[src/rtl/dev_arbiter_pkg.sv]
// dev_arbiter_pkg: shared CPU/device definitions for the device-port arbiter
// Holds the arbiter state encoding (equal to the one-hot grant value) and the
// default downstream-busy abort threshold.
package dev_arbiter_pkg;
   typedef enum logic [1:0] {
      IDLE = 2'b00,
      OWN0 = 2'b01,
      OWN1 = 2'b10
   } state_t;
   localparam int TIMEOUT_DEFAULT = 1024;
endpackage

[src/rtl/dev_arbiter.sv]
// dev_arbiter: round-robin arbiter giving two masters access to one device port
// Ports: clk/rst (sync, active-high); mN_* master request side (enable, write,
// addr, dataSave, byteSelect in; dataLoad, busy out); dev* forwarded request
// and downstream response; grant_o one-hot owner (00 = idle); timeout_o one-cycle
// pulse when a stuck downstream transfer is forcibly aborted.
module dev_arbiter
   import dev_arbiter_pkg::*;
#(
   parameter int TIMEOUT = TIMEOUT_DEFAULT
) (
   input  logic        clk,
   input  logic        rst,
   input  logic        m0_enable_i,
   input  logic        m0_write_i,
   input  logic [31:0] m0_addr_i,
   input  logic [31:0] m0_dataSave_i,
   input  logic [3:0]  m0_byteSelect_i,
   output logic [31:0] m0_dataLoad_o,
   output logic        m0_busy_o,
   input  logic        m1_enable_i,
   input  logic        m1_write_i,
   input  logic [31:0] m1_addr_i,
   input  logic [31:0] m1_dataSave_i,
   input  logic [3:0]  m1_byteSelect_i,
   output logic [31:0] m1_dataLoad_o,
   output logic        m1_busy_o,
   output logic        devEnable_o,
   output logic        devWrite_o,
   output logic [31:0] devPhysicalAddr_o,
   output logic [31:0] devDataSave_o,
   output logic [3:0]  devByteSelect_o,
   input  logic        devBusy_i,
   input  logic [31:0] devDataLoad_i,
   output logic [1:0]  grant_o,
   output logic        timeout_o
);
   localparam int CW = TIMEOUT > 1 ? $clog2(TIMEOUT) : 1;
   localparam logic [CW-1:0] CMAX = CW'(TIMEOUT - 1);
   state_t r_state, w_next, w_other;
   logic r_last;
   logic [CW-1:0] r_cnt;
   logic w_own0, w_own1, w_oen, w_oreq, w_tmo, w_den, w_done;
   // Ownership is masked by rst so the bus is released in the reset cycle itself.
   assign w_own0 = !rst && r_state == OWN0;
   assign w_own1 = !rst && r_state == OWN1;
   assign w_oen  = (w_own0 && m0_enable_i) || (w_own1 && m1_enable_i);
   assign w_oreq = (w_own0 && m1_enable_i) || (w_own1 && m0_enable_i);
   assign w_tmo  = w_oen && devBusy_i && r_cnt == CMAX;
   assign w_den  = w_oen && !w_tmo;
   assign w_done = w_oen && (!devBusy_i || w_tmo);
   assign w_other = r_state == OWN0 ? OWN1 : OWN0;
   assign devEnable_o       = w_den;
   assign devWrite_o        = w_own0 ? m0_write_i      : w_own1 ? m1_write_i      : 1'b0;
   assign devPhysicalAddr_o = w_own0 ? m0_addr_i       : w_own1 ? m1_addr_i       : '0;
   assign devDataSave_o     = w_own0 ? m0_dataSave_i   : w_own1 ? m1_dataSave_i   : '0;
   assign devByteSelect_o   = w_own0 ? m0_byteSelect_i : w_own1 ? m1_byteSelect_i : '0;
   assign m0_busy_o     = w_own0 ? devBusy_i && !w_tmo : 1'b1;
   assign m1_busy_o     = w_own1 ? devBusy_i && !w_tmo : 1'b1;
   assign m0_dataLoad_o = w_own0 && !w_tmo ? devDataLoad_i : '0;
   assign m1_dataLoad_o = w_own1 && !w_tmo ? devDataLoad_i : '0;
   assign grant_o   = rst ? 2'b00 : r_state;
   assign timeout_o = w_tmo;
   // r_last = 1 means m1 was served last, so m0 wins a tie.
   always_comb begin
      w_next = r_state;
      if (r_state == IDLE)
         w_next = (m0_enable_i && (!m1_enable_i || r_last)) ? OWN0 : m1_enable_i ? OWN1 : IDLE;
      else if (!w_oen || w_done)
         w_next = w_oreq ? w_other : w_oen ? r_state : IDLE;
   end
   always_ff @(posedge clk) begin
      if (rst) begin
         r_state <= IDLE;
         r_last  <= 1'b1;
         r_cnt   <= '0;
      end else begin
         r_state <= w_next;
         if (w_done) r_last <= w_own1;
         r_cnt <= (w_den && devBusy_i) ? (r_cnt == CMAX ? CMAX : r_cnt + 1'b1) : '0;
      end
   end
endmodule

[config.mk]
export PLATFORM = sky130hd
export DESIGN_NAME = dev_arbiter
export DESIGN_NICKNAME = d
export VERILOG_FILES = /design/src/rtl/dev_arbiter_pkg.sv /design/src/rtl/dev_arbiter.sv
export SDC_FILE = /design/constraint.sdc
export NUM_CORES = 1
export LEC_CHECK = 0
export ABC_AREA = 1
export CAP_MARGIN = 15
export CORE_AREA = 2 2 123 125
export CTS_BUF_LIST = sky130_fd_sc_hd__clkbuf_2
export DETAILED_ROUTE_END_ITERATION = 8
export DIE_AREA = 0 0 125 127
export PLACE_DENSITY_LB_ADDON = 0.08
export SETUP_SLACK_MARGIN = 0.5
export SYNTH_ARGS = -nofsm -noshare
export SYNTH_HDL_FRONTEND = slang
export SYNTH_SLANG_ARGS = --single-unit
[constraint.sdc]
create_clock -name clk -period 1.7 [get_ports clk]
set_clock_uncertainty 0.2 [all_clocks]
set_input_delay 0.34 -clock clk [delete_from_list [all_inputs] [get_ports clk]]
set_output_delay 0.34 -clock clk [all_outputs]
set_load 0.02 [all_outputs]
==> metrics <==
status=complete, but fails checks; violations in the final reports=setup timing; Final Wtd Congestion=0.848; Slew Limit Headroom=0.801; delay-heaviest family, CP=buffers and inverters; H-Tree Depth=1; class of the worst hold path=reg2reg; total congestion overflow=0; Filler Cell Count=1272; CP arrival=1.91 ns; initial antenna violation count=0; Clock Sinks=13; Fmax achieved=0.408 GHz; antenna-violating nets left=0; Leakage=3.86 nW; Final nets=912; Final min period=2.45 ns; VDD IR max=0.000263 V; die width=125 um; post-place setup slack=-1.15 ns; Power per Cell Area=354 nW/um^2; Max-Cap Viols=0; hold_sp=r_last$_SDFFE_PP1P_; number of global-route vias before repair=4005; Worst EP required=1.16 ns; clock buffer depth=2; CTS tree=built; Slew @ Worst Pin=0.298 ns; Worst R2R Setup Slack=-0.44 ns; drt wl/cell=16.9 um; Num CTS Buffers=3; cell repeated most along the worst path=buf_6; largest net degree at the start of global routing=14; Seq/Total Area, Yosys=0.138; Netlist cell types=25; Yosys reg bits=13; Max stage delay on crit path=0.37 ns; CP cell instances=ha_4, nand2_4, buf_4, buf_6, buf_6, buf_6, inv_4, nand2_4, buf_6, buf_6, nor4_4, buf_4; worst setup margin=-0.750 ns; vias per cell=4.10; 1st-pass router iterations=4; final wirelength=15500 um; root buf cell=clkbuf_2; reg2reg start=r_cnt[0]$_SDFF_PP0_; Synth Area per Inst=6.40 um^2; core area=14400 um^2; setup violators final=144; period utilisation layout=1.44; post-route design area=8270 um^2; Die ar.=15900 um^2; crit path kind=reg2out; port buffer count=313; Initial Utilization=0.131; Yosys Warn Count=0; RSZ-0062 raised after global routing=yes; area delta synth->final=338%; clk_lat worst skew=0.28 ns; first-pass GRT wire length=23200 um; Reg clk slew, reported paths=0.13 ns; area of placed instances=6660 um^2; Die H=127 um; via count=3772; Worst R2R Path Depth=16; drc violations=0; Crit-path slowest cell=dfxtp_2; n_diodes=0; r2r endpoint=r_last$_SDFFE_PP1P_; Mapped Nets=471; # rows=44; HPWL after DPL=11900 um; Hold Path Stages=2; critical path endpoint category=output port; mapped cell area=1890 um^2; Hold EP=r_last$_SDFFE_PP1P_; CP max FO=2; Slew Viols, Final=0; GRT Total Usage=0.184; # IOs=314; Final Hold Violating Endpoints=0; initial drt markers=71; CP Launch Type=flop; Critical Path Start=r_cnt[0]$_SDFF_PP0_; share of post-route cells with drive strength above 1=0.635; total chip power=2.93 mW; Bufs and invs on worst path=8; Synth Instances=295; hold buffer count at CTS=0
-- worst max-delay path by stage --
stage	end	slack (ns)	cells past startpoint
floorplan	m1_dataLoad_o[11]	-0.16	8
global placement	devDataSave_o[21]	-1.12	7
detailed placement	devDataSave_o[21]	-1.15	7
CTS	m1_dataLoad_o[12]	-0.86	9
global route	m0_dataLoad_o[13]	-0.87	10
finish	timeout_o	-0.75	12
-- metal layers --
metal,track usage,wire (um),up-vias
li1,-,-,1881
met1,0.207,5600,1735
met2,0.366,8870,146
met3,0.0335,906,10
met4,0.0242,146,0
met5,0,0,-
-- kinds of logic (layout without fill, tap and decap cells) --
kind of cell             Yosys count  after routing  synth area share
AND/OR/NAND/NOR                  128            128             0.316
AO/OA/AOI/OAI                     78             78             0.346
buffers and inverters             72            512             0.180
flip-flops                        13             13             0.138
XOR/XNOR                           3              3            0.0139
adder cells (fa/ha/maj)            1              1           0.00662
-- flip-flops by register name, summed over array words and instances, names as in the netlist --
name	flops
r_cnt	10
r_last	1
r_state	2
-- power by group --
group,internal (mW),switching [mW]
sequential,0.315,0.00800
clock,0.0624,0.109
combinational,1.45,0.986
-- stage by stage --
step	std cells	hold slack (ns)	util	TNS, ns
finish	919	0.292	0.573	-85.86
global route	919	0.318	0.573	-100.24
CTS	884	0.303	0.531	-91.50
detailed placement	813	0.274	0.462	-155.53
global placement	813	0.262	0.462	-153.12
floorplan	295	0.219	-	-9.65
-- cells in the final DEF, fill, tap and decap left out, drive strengths merged, types with 2 or more instances in the layout --
cell type / synthesis / routed
clkbuf: 0 / 4
a21oi: 3 / 3
dfxtp: 13 / 13
dlygate4sd2: 0 / 3
nor2: 85 / 85
nand2: 24 / 24
nand3: 9 / 9
xor2: 3 / 3
nor3: 2 / 2
inv: 51 / 51
nand3b: 3 / 3
buf: 21 / 283
o21ai: 4 / 4
a22o: 69 / 69
nand4: 3 / 3
clkdlybuf4s50: 0 / 171
-- layout make-up --
class | instances | area, um^2 | area share
clock buffers | 4 | 20.0 | 0.00242
inverters | 51 | 216 | 0.0262
multi-input cells | 210 | 2470 | 0.298
well taps | 184 | 230 | 0.0278
flip-flops and latches | 13 | 269 | 0.0325
repair buffers | 457 | 5070 | 0.613
-- synth_stat cells --
cell / count / area share
nor4_1: 1 / 0.0033
buf_2: 14 / 0.037
nand3b_4: 1 / 0.011
buf_6: 7 / 0.042
nand4_1: 3 / 0.0099
nand3_2: 3 / 0.016
o211ai_1: 1 / 0.0040
nand3_1: 6 / 0.016
nand3b_1: 2 / 0.0079
a31oi_1: 1 / 0.0033
nor3b_2: 1 / 0.0066
o21ai_0: 4 / 0.011
a21oi_1: 3 / 0.0079
nand2_1: 21 / 0.042
xor2_1: 3 / 0.014
dfxtp_1: 13 / 0.14
nor2_1: 82 / 0.16
a22o_1: 69 / 0.32
nor2_2: 2 / 0.0066
nor2_4: 1 / 0.0060
nand2_4: 3 / 0.018
inv_1: 47 / 0.093
inv_2: 4 / 0.0079
ha_1: 1 / 0.0066
nor3_2: 2 / 0.011
-- worst min-delay path, cell delays in order, from the launching register on --
cell and delay [ns]:
dfxtp_1 0.34, nand2_1 0.06, nand3_1 0.06
-- timing repair --
item | CTS | global route
pin swaps | 11 | 33
resized for setup | 792 | 153
endpoints found under the setup margin | 152 | 152
cloned | 6 | 0
setup buffers | 61 | 35
Power figures use the tool's default switching activity.
